--- src/rtl/johnson_seq_ctrl.sv ---
// Sequencing controller for the Johnson counter datapath.
// Runs the shift register for a programmed number of revolutions.
module johnson_seq_ctrl #(
  parameter int WIDTH = 8,
  parameter int CW    = 8
) (
  input  logic                           clk,
  input  logic                           rst,
  input  logic                           start,
  input  logic                           stop,
  input  logic                           pause,
  input  logic [CW-1:0]                  cycles,
  output logic [WIDTH-1:0]               jc_out,
  output logic [$clog2(2*WIDTH)-1:0]     phase,
  output logic                           busy,
  output logic                           wrap,
  output logic                           done,
  output logic                           err
);

  localparam int STEPS = 2 * WIDTH;
  localparam int PW    = $clog2(STEPS);

  typedef enum logic [1:0] {
    IDLE,
    RUN,
    PAUSE,
    DONE
  } state_t;

  state_t         state_q, state_d;
  logic [WIDTH-1:0] jc_q, jc_d;
  logic [PW-1:0]  ph_q, ph_d;
  logic [CW-1:0]  rem_q, rem_d;
  logic           wrap_q, wrap_d;
  logic           done_q, done_d;
  logic           err_q, err_d;
  logic           last;

  assign last = (ph_q == PW'(STEPS - 1));

  always_ff @(posedge clk or negedge rst) begin
    if (!rst) begin
      state_q <= IDLE;
      jc_q    <= '0;
      ph_q    <= '0;
      rem_q   <= '0;
      wrap_q  <= 1'b0;
      done_q  <= 1'b0;
      err_q   <= 1'b0;
    end else begin
      state_q <= state_d;
      jc_q    <= jc_d;
      ph_q    <= ph_d;
      rem_q   <= rem_d;
      wrap_q  <= wrap_d;
      done_q  <= done_d;
      err_q   <= err_d;
    end
  end

  always_comb begin
    state_d = state_q;
    jc_d    = jc_q;
    ph_d    = ph_q;
    rem_d   = rem_q;
    wrap_d  = 1'b0;
    done_d  = 1'b0;
    err_d   = 1'b0;
    unique case (state_q)
      IDLE: begin
        if (!stop && start) begin
          if (cycles == '0) begin
            err_d = 1'b1;
          end else begin
            state_d = RUN;
            jc_d    = '0;
            ph_d    = '0;
            rem_d   = cycles;
          end
        end
      end
      RUN, PAUSE: begin
        if (stop) begin
          state_d = IDLE;
          jc_d    = '0;
          ph_d    = '0;
          rem_d   = '0;
        end else begin
          err_d = start;
          if (pause) begin
            state_d = PAUSE;
          end else begin
            // Leaving PAUSE advances on the same edge pause is seen low.
            state_d = RUN;
            jc_d    = {jc_q[WIDTH-2:0], ~jc_q[WIDTH-1]};
            ph_d    = last ? '0 : ph_q + PW'(1);
            if (last) begin
              wrap_d = 1'b1;
              rem_d  = rem_q - CW'(1);
              if (rem_q == CW'(1)) begin
                state_d = DONE;
                done_d  = 1'b1;
              end
            end
          end
        end
      end
      DONE: begin
        state_d = IDLE;
      end
      default: begin
        state_d = IDLE;
      end
    endcase
  end

  assign jc_out = jc_q;
  assign phase  = ph_q;
  assign busy   = (state_q == RUN) || (state_q == PAUSE);
  assign wrap   = wrap_q;
  assign done   = done_q;
  assign err    = err_q;

endmodule

--- config.mk ---
export PLATFORM = sky130hd
export DESIGN_NAME = johnson_seq_ctrl
export DESIGN_NICKNAME = d
export VERILOG_FILES = /design/src/rtl/johnson_seq_ctrl.sv
export SDC_FILE = /design/constraint.sdc
export NUM_CORES = 1
export LEC_CHECK = 0
export CAP_MARGIN = 20
export CELL_PAD_IN_SITES_DETAIL_PLACEMENT = 1
export CELL_PAD_IN_SITES_GLOBAL_PLACEMENT = 1
export CORE_MARGIN = 2
export CORE_UTILIZATION = 39
export DETAILED_ROUTE_END_ITERATION = 6
export PLACE_DENSITY = 0.85
export REMOVE_ABC_BUFFERS = 1
export SKIP_CTS_REPAIR_TIMING = 1
export SLEW_MARGIN = 10
export SYNTH_ARGS = -nofsm -noshare
export SYNTH_HDL_FRONTEND = slang
export SYNTH_SLANG_ARGS = --single-unit
--- constraint.sdc ---
create_clock -name clk -period 3.1 [get_ports clk]
set_input_delay 0.93 -clock clk [delete_from_list [all_inputs] [get_ports clk]]
set_output_delay 0.93 -clock clk [all_outputs]
set_load 0.05 [all_outputs]
==> results by group <==
GRT
  • Vias in the first global route: 1268
  • Initial antenna violation count: 0
  • Total gr overflow: 0
  • Largest net degree at the start of global routing: 26
  • Total GRT Usage: 19.9%
  • First-pass GRT wire length: 6360 µm

Routing
  • Via-per-instance ratio: 5.66
  • TritonRoute pass-1 iters: 4
  • DRT iter0 DRCs: 66
  • Mean routed wirelength per cell: 17.3 µm
  • # DRC: 0
  • WL final: 3650 µm
  • Via count: 1195
  • Antenna violation net count after detailed routing: 0

Final layout
  • N_diodes: 0
  • Area delta synth->final: 24.7%
  • Filler cell count: 372
  • Layout Nets: 184
  • Fin area: 1750 µm²
  • Share of layout cells above drive strength 1: 9.70%
  • Register area: 626 µm²
  • Area of the multi-input gates: 677 µm²

Timing
  • Tmin final: 2.60 ns
  • Setup repair after global routing missed its margin: no
  • Setup TNS: 0 ns
  • Final max-slew violation count: 0
  • Endpoints failing hold: 0
  • Max Clock Freq: 0.385 GHz
  • Finish-stage setup viols: 0
  • Final Skew: 0.00152 ns
  • Rel. slew slack: 48.0%
  • Period utilization: 83.8%
  • Slew @ Worst Pin: 0.773 ns

Pwr
  • Leakage power: 0.000770 µW
  • Int Pwr: 863 µW
  • Comb power frac: 61.8%
  • Net Sw Frac: 49.3%
  • Sequential Power Share: 29.0%
  • Peak supply drop: 0.364 mV
  • Power density cells: 971 nW/µm²
  • Switching Power: 838 µW
  • Clock power frac: 9.3%

Yosys
  • Post-Synth Simple-Gate Area: 15.0%
  • Largest family of logic cells by synthesized area: compound AO/OA/AOI/OAI gates
  • XOR/XNOR Fraction of Synth Area: 0%
  • Mux contribution to synthesized area: 11.4%
  • Syn. warnings: 0
  • Top FF cell, synth: dfrtp_1
  • Synth Register Bits: 25
  • Post-synthesis cell count: 137
  • Cell with the most instances after synthesis: dfrtp_1
  • Synth Cell Area: 1410 µm²
  • Number of flops mapped to enable cells by yosys: 0
  • Commonest cells post-synth: 25 x dfrtp_1, 13 x inv_1, 12 x nor2_1
  • Avg Cell Area, Syn: 10.3 µm²
  • Top post-synthesis cells by area: dfrtp_1 45%, mux2i_1 5.0%, ha_1 4.5%, o41ai_1 4.4%, inv_1 3.5%
  • Cell accounting for the most synthesized area: dfrtp_1
  • Distinct cells, synth: 37
  • Asr flop ratio synth: 100%
  • Sequential share of the synthesized area: 44.5%
  • Yosys top cell area share: 44.5%
  • Post-Synth Adder-Cell Area: 4.45%
  • Compound-Gate Fraction of Synth Area: 17.3%

Run status
  • Run status: complete, no violations

Worst setup path
  • Reg2reg setup slack: 0.85 ns
  • CP Capture Type: register
  • CP Class: input pin to register
  • Worst Path Required: 3.33 ns
  • Worst-path fanout max: 12
  • Arr. time, crit path: 2.83 ns
  • CP startpoint kind: input pin

Floorplan
  • Core Rows: 21
  • Die width: 64.0 µm
  • Initial cell density of the core: 41.5%
  • Die extent in y: 64.0 µm
  • Core area: 3390 µm²
  • Die area: 4100 µm²
  • Top-level I/O count: 29

Placement
  • Detailed Place HPWL: 2720 µm
  • Placed inst area: 1720 µm²
  • RePlAce Congestion: 0.946
  • Port Buf Inserts: 28

Clocking
  • Max Buffers Root-to-Sink: 2
  • CTS tree: built
  • CTS clk-pin slew, worst paths: 0.15 ns
  • H-tree depth: 1
  • Clock root buffer master: clkbuf_4
  • Sink Count: 25
  • Worst-Skew Late Latency: 0.32 ns
  • CTS buffer count: 3

Min path
  • Hold Crit Class: register to register

Run
  • Max-cap viol count: 0
-- placed cells by master (no fill, tap or decap), drive strengths merged, types with 2 or more instances in the layout --
master	n
a22oi	3
a21oi	5
or3	2
dfrtp	25
a32oi	4
mux2i	7
inv	13
clkdlybuf4s50	27
o21ai	5
nor3b	2
o41ai	8
nand2	5
ha	5
buf	4
clkbuf	3
nor3	6
nand2b	3
o22ai	3
nor4	3
nor2	12
mux2	7
-- power groups by stage --
| stage | Clock, µW | Combinational (µW) | Sequential, µW |
|---|---|---|---|
| after detailed placement | 0 | 1050 | 499 |
| final | 158 | 1050 | 493 |
| after global routing | 183 | 1150 | 503 |
| after global placement | 0 | 1010 | 490 |
| after CTS | 167 | 1050 | 491 |
| after floorplan | 0 | 657 | 581 |
-- stage by stage --
stage	cells	hold slack, ns	utilization (%)	total power (µW)	worst slack, ns
after floorplan	129	0.471	-	1240	0.603
after global placement	207	0.504	50.7	1500	0.228
after detailed placement	207	0.515	50.7	1550	0.145
after CTS	211	0.550	51.6	1710	0.106
after global routing	211	0.586	51.7	1840	0.398
final	211	0.547	51.7	1700	0.501
-- worst paths after layout --
kind                                         from               endpoint  cells past startpoint
min                         jc_out[6]$_DFFE_PN0P_  jc_out[6]$_DFFE_PN0P_                      1
max reg2reg                state_q[0]$_DFFE_PN0P_  jc_out[6]$_DFFE_PN0P_                      6
max in group asynchronous                     rst   rem_q[3]$_DFFE_PN0P_                      2
min in group asynchronous                     rst         wrap$_DFF_PN0_                      2
min reg2reg                 jc_out[6]$_DFFE_PN0P_  jc_out[6]$_DFFE_PN0P_                      1
max                                          stop  jc_out[6]$_DFFE_PN0P_                      5
-- logic make-up (layout without fill, tap and decap cells) --
group / after synthesis / after routing
AO/OA/AOI/OAI: 33 / 33
adder cells (fa/ha/maj): 5 / 5
buffers and inverters: 21 / 49
flip-flops: 25 / 25
multiplexers: 14 / 14
AND/OR/NAND/NOR: 39 / 39
-- registers in the layout (all words and copies together) (netlist names) --
register	flops
phase	4
wrap	1
rem_q	8
jc_out	8
err	1
done	1
state_q	2
-- per-layer routing --
metal | global-route usage, % | up-vias | routed length, µm
met5 | 0 | - | 0
met1 | 24.5 | 594 | 1520
li1 | - | 558 | -
met2 | 34.9 | 39 | 1970
met3 | 1.76 | 4 | 119
met4 | 9.51 | 0 | 37
-- worst max-delay path: stages --
cell and delay, ns:
clkdlybuf4s50_1 0.48, nand2b_1 0.21, a22o_1 0.37, or3_4 0.49
mux2_1 0.34
-- area by class of cell --
cell class                 count  share of cell area [%]
sequential                    25                    35.7
tap                           46                    3.29
clock inverter                 1                   0.429
inverter                      13                    2.79
multi-input combinational     91                    38.6
clock buffer                   3                    1.29
timing repair buffer          32                    17.9
Note: power is estimated with default switching activity, not from simulation.
==> patch 1: new RTL, config.mk and constraints unchanged <==
Register the output `jc_out` once more; this adds one clock of latency there. The other outputs are not delayed to match.
--- a/src/rtl/johnson_seq_ctrl.sv
+++ b/src/rtl/johnson_seq_ctrl.sv
@@ -116,5 +116,7 @@
   end
 
-  assign jc_out = jc_q;
+  always_ff @(posedge clk) begin
+    jc_out <= jc_q;
+  end
   assign phase  = ph_q;
   assign busy   = (state_q == RUN) || (state_q == PAUSE);
Check against the original RTL: not equivalent (a bounded check fails within 4 cycles, from zero or initial values and one cycle with rst low).
==> patch 1 against the unedited design <==
- clock power rose to 2.6 times the old value
- sequential power up 28%
- critical path type is now reg -> out
- worst setup slack worse by 370 ps
- die area up 13%
- synthesized cell count up 5.8%
- core utilization down 0.073 points
- area after synthesis up 14%
- wire length up 13%
- sequential cell count up 8
- first-iteration DRC count up 45%
- total power up 25%
- final area up 17%
==> patch 1: results (changes against the unedited design) <==
[metrics] run status: finished, final reports clean (unchanged)
[metrics] share of synthesized flip-flops with an asynchronous set or reset: 75.8% (was 100%)
[metrics] crit path max-delay cell type: clkdlybuf4s50_1 (was or3_4)
[metrics] post-route insts no fill: 227 (was 211)
[metrics] DRT iter0 DRCs: 96 (was 66)
[metrics] number of instances in the synthesized netlist: 145 (was 137)
[metrics] total detailed-routing wirelength: 4.13 mm (was 3.65 mm)
[metrics] dpl cells: 219 (was 207)
[metrics] largest delay contributor family on the critical path: buffers and inverters (was simple AND/OR/NAND/NOR gates)
[metrics] fillcell total: 441 (was 372)
[metrics] clock transition at the registers of the reported paths: 70 ps (was 150 ps)
[metrics] number of antenna violations at the first check in global routing: 0 (unchanged)
[metrics] Arrival @ worst endpoint: 2040 ps (was 2830 ps)
[metrics] critical path's largest stage delay: 860 ps (was 490 ps)
[metrics] CTS root buf: clkbuf_8 (was clkbuf_4)
[metrics] Bufs on Longest Clock Path: 2 (unchanged)
[metrics] clock tree skew after final layout: 3.17 ps (was 1.52 ps)
[metrics] normalized max-slew margin: 65.3% (was 48.0%)
[metrics] via count of the first global-routing pass: 1373 (was 1268)
[metrics] synth top area cells: dfrtp_1 (39%), dfxtp_1 (10%), ha_1 (3.9%) (was dfrtp_1 (45%), mux2i_1 (5.0%), ha_1 (4.5%))
[metrics] grt met3 use: 5.26% (was 1.76%)
[metrics] highest ir drop seen on vdd: 842 uV (was 364 uV)
[metrics] global-route usage over all layers: 20.7% (was 19.9%)
[metrics] HPWL after detailed placement: 2.94 mm (was 2.72 mm)
[metrics] # nets final: 194 (was 184)
[metrics] number of different library cells in the post-synthesis netlist: 42 (was 37)
[metrics] met1 global-route usage: 24.0% (was 24.5%)
[metrics] register area share after synthesis: 49.2% (was 44.5%)
[metrics] share of post-route cells with drive strength above 1: 15.8% (was 9.70%)
[metrics] Pleak: 0.880 nW (was 0.770 nW)
[metrics] wire length of the first global-routing pass: 6.84 mm (was 6.36 mm)
[metrics] Global Route met2 Usage: 35.8% (was 34.9%)
[metrics] Worst Hold Class: reg -> reg (unchanged)
[metrics] highest fanout seen on the critical path: 8 (was 12)
[metrics] clock latency of the later-clocked register in the worst-skew pair: 290 ps (was 320 ps)
[metrics] total CTS buffers: 5 (was 3)
[metrics] via count: 1315 (was 1195)
[metrics] leading cell types by count after synthesis: dfrtp_1 (25), inv_1 (10), nand3_1 (10), dfxtp_1 (8), nand4_1 (8) (was dfrtp_1 (25), inv_1 (13), nor2_1 (12), mux2i_1 (7), o41ai_1 (7))
[metrics] routability cong.: 0.912 (was 0.946)
## patch 1: cells by family after synthesis
| kind of cell | after synthesis | share of synthesized area (%) |
|---|---|---|
| and+or+nand+nor | 44 | 16.1 |
| AOI/OAI and AO/OA | 36 | 19.9 |
| DFF | 33 | 49.2 |
| buffers and inverters | 19 | 5.64 |
| muxes | 8 | 5.25 |
| adders and majority gates | 5 | 3.92 |
## patch 1: worst reg2reg max path, stage by stage (launching register included)
cell	delay (ps)
dfrtp_1	380
inv_1	60
ha_1	450
nor2b_4	370
a222oi_1	130
buf_4	200
and2_0	250
a22o_1	250
## patch 1: final cells by class
class	instances	area share [%]
flip-flops and latches	33	38.3
multi-input cells	93	35.2
repair buffers	33	15.5
clock buffers	7	5.80
well taps	50	3.05
inverters	10	1.83
clock inverters	1	0.244
## patch 1: final timing paths
path | start | depth (start not counted) | end | slack (ps)
min in group asynchronous | rst | 2 | wrap$_DFF_PN0_ | 1020
max in group asynchronous | rst | 2 | jc_q[2]$_DFFE_PN0P_ | 1830
max | state_q[0]$_DFFE_PN0P_ | 3 | busy | 130
max reg2reg | state_q[0]$_DFFE_PN0P_ | 7 | rem_q[6]$_DFFE_PN0P_ | 910
min reg2reg | jc_q[6]$_DFFE_PN0P_ | 0 | jc_out[6]$_DFF_P_ | 380
min | jc_q[6]$_DFFE_PN0P_ | 0 | jc_out[6]$_DFF_P_ | 380
## patch 1: per-stage QoR
step | util (%) | instance area [sq um] | setup slack, ps | power (mW)
after floorplan | - | 1550 | 578 | 1.36
after global placement | 48.5 | 1930 | 347 | 1.65
after detailed placement | 48.5 | 1930 | 200 | 1.72
after CTS | 51.6 | 2050 | 118 | 2.14
after global routing | 51.6 | 2050 | 42.2 | 2.26
final | 51.6 | 2050 | 133 | 2.13
## patch 1: routing by layer
metal / share of wire [%] / routed length, um / vias up
li1: - / - / 602
met1: 42 / 1740 / 658
met2: 50 / 2070 / 48
met3: 5.8 / 238 / 7
met4: 2.0 / 84 / 0
met5: 0 / 0 / -
## patch 1: report_power, final
group / switching [mW] / internal [mW]
logic: 0.658 / 0.426
clock network: 0.162 / 0.254
registers: 0.0985 / 0.532
==> patch 2: new RTL, same settings <==
Made on the original files. Change the parameter `CW` from 8 to 4.
--- a/src/rtl/johnson_seq_ctrl.sv
+++ b/src/rtl/johnson_seq_ctrl.sv
@@ -3,5 +3,5 @@
 module johnson_seq_ctrl #(
   parameter int WIDTH = 8,
-  parameter int CW    = 8
+  parameter int CW    = 4
 ) (
   input  logic                           clk,
Interface: changed (resized cycles); port bits go from 29 to 25. The function was not compared with the original's and may differ.
==> patch 2 against the unedited design <==
- sequential cell count fell by 4
- sequential power down 17%
- maximum frequency barely moved
- global-route usage shrank 1.0 points
- total power down 23%
- synthesized cell count shrank 10%
- count of clock-buffer cells in the layout rose by 1
- wire length shrank 25%
- worst setup slack improved by 1.1 ps
- area after synthesis shrank 21%
- register-to-register slack better by 230 ps
- non-clock buffer count shrank 4
- final area decreased by 19%
- critical path depth shrank 2
- largest cell class unchanged
==> patch 2: results (changes against the unedited design) <==
[metrics] run status: finished, final reports clean (unchanged)
[metrics] count of TritonRoute iterations in the first routing pass: 3 (was 4)
[metrics] number of instances in the synthesized netlist: 123 (was 137)
[metrics] wire length of the first global-routing pass: 4.90 mm (was 6.36 mm)
[metrics] startpoint of the most critical register-to-register path: state_q[1]$_DFFE_PN0P_ (was state_q[0]$_DFFE_PN0P_)
[metrics] via count of the first global-routing pass: 1052 (was 1268)
[metrics] clock transition at the registers of the reported paths: 120 ps (was 150 ps)
[metrics] metal3 WL: 56 um (was 119 um)
[metrics] highest fanout seen on the critical path: 7 (was 12)
[metrics] DRT iter0 DRCs: 35 (was 66)
[metrics] maximum frequency from static timing analysis: 0.385 GHz (about the same)
[metrics] final routed wire length divided by cell count: 15.1 um (was 17.3 um)
[metrics] per-cell via count in the routed design: 5.31 (was 5.66)
[metrics] Pleak: 0.637 nW (was 0.770 nW)
[metrics] dpl cells: 178 (was 207)
[metrics] met2 wire length: 1.44 mm (was 1.97 mm)
[metrics] register area share after synthesis: 47.1% (was 44.5%)
[metrics] highest ir drop seen on vdd: 728 uV (was 364 uV)
[metrics] share of post-route cells with drive strength above 1: 6.62% (was 9.70%)
[metrics] clock latency of the later-clocked register in the worst-skew pair: 300 ps (was 320 ps)
[metrics] pre-CTS worst setup slack: 365 ps (was 145 ps)
[metrics] normalized max-slew margin: 66.0% (was 48.0%)
[metrics] Hold Startpoint: jc_out[5]$_DFFE_PN0P_ (was jc_out[6]$_DFFE_PN0P_)
[metrics] HPWL after detailed placement: 2.09 mm (was 2.72 mm)
[metrics] pin count of the biggest net entering global routing: 22 (was 26)
[metrics] grt met3 use: 2.04% (was 1.76%)
[metrics] crit path max-delay cell type: dlymetal6s2s_1 (was or3_4)
[metrics] largest delay contributor family on the critical path: buffers and inverters (was simple AND/OR/NAND/NOR gates)
[metrics] worst reg2reg setup slack: 1080 ps (was 850 ps)
[metrics] critical path's largest stage delay: 470 ps (was 490 ps)
## patch 2: cell count changes in the layout (fill, tap and decap cells not counted), sizes merged, moves of 6 or more
cell   change
mux2       -6
o21ai      +9
inv        -7
nand2     +22
mux2i      -6
o41ai      -8
## patch 2: cell families (layout without fill, tap and decap cells)
logic type | after synthesis | after routing | share of synthesized area (%)
adders and majority gates | 6 | 6 | 6.73
buffers and inverters | 10 | 38 | 4.82
DFF | 21 | 21 | 47.1
AOI/OAI and AO/OA | 32 | 32 | 18.7
muxes | 2 | 2 | 1.91
and+or+nand+nor | 52 | 52 | 20.7
## patch 2: final cells by class
class	instances	area (sq um)
sequential	21	526
tap	31	38.8
fill	331	1310
timing repair buffer	28	273
clock buffer	4	26.3
inverter	6	22.5
multi-input combinational	92	536
## patch 2: power breakdown
part,switching (mW),total (mW),internal (mW)
logic,0.501,0.771,0.270
clock network,0.0836,0.134,0.0501
registers,0.0665,0.408,0.342
total,0.651,1.31,0.662
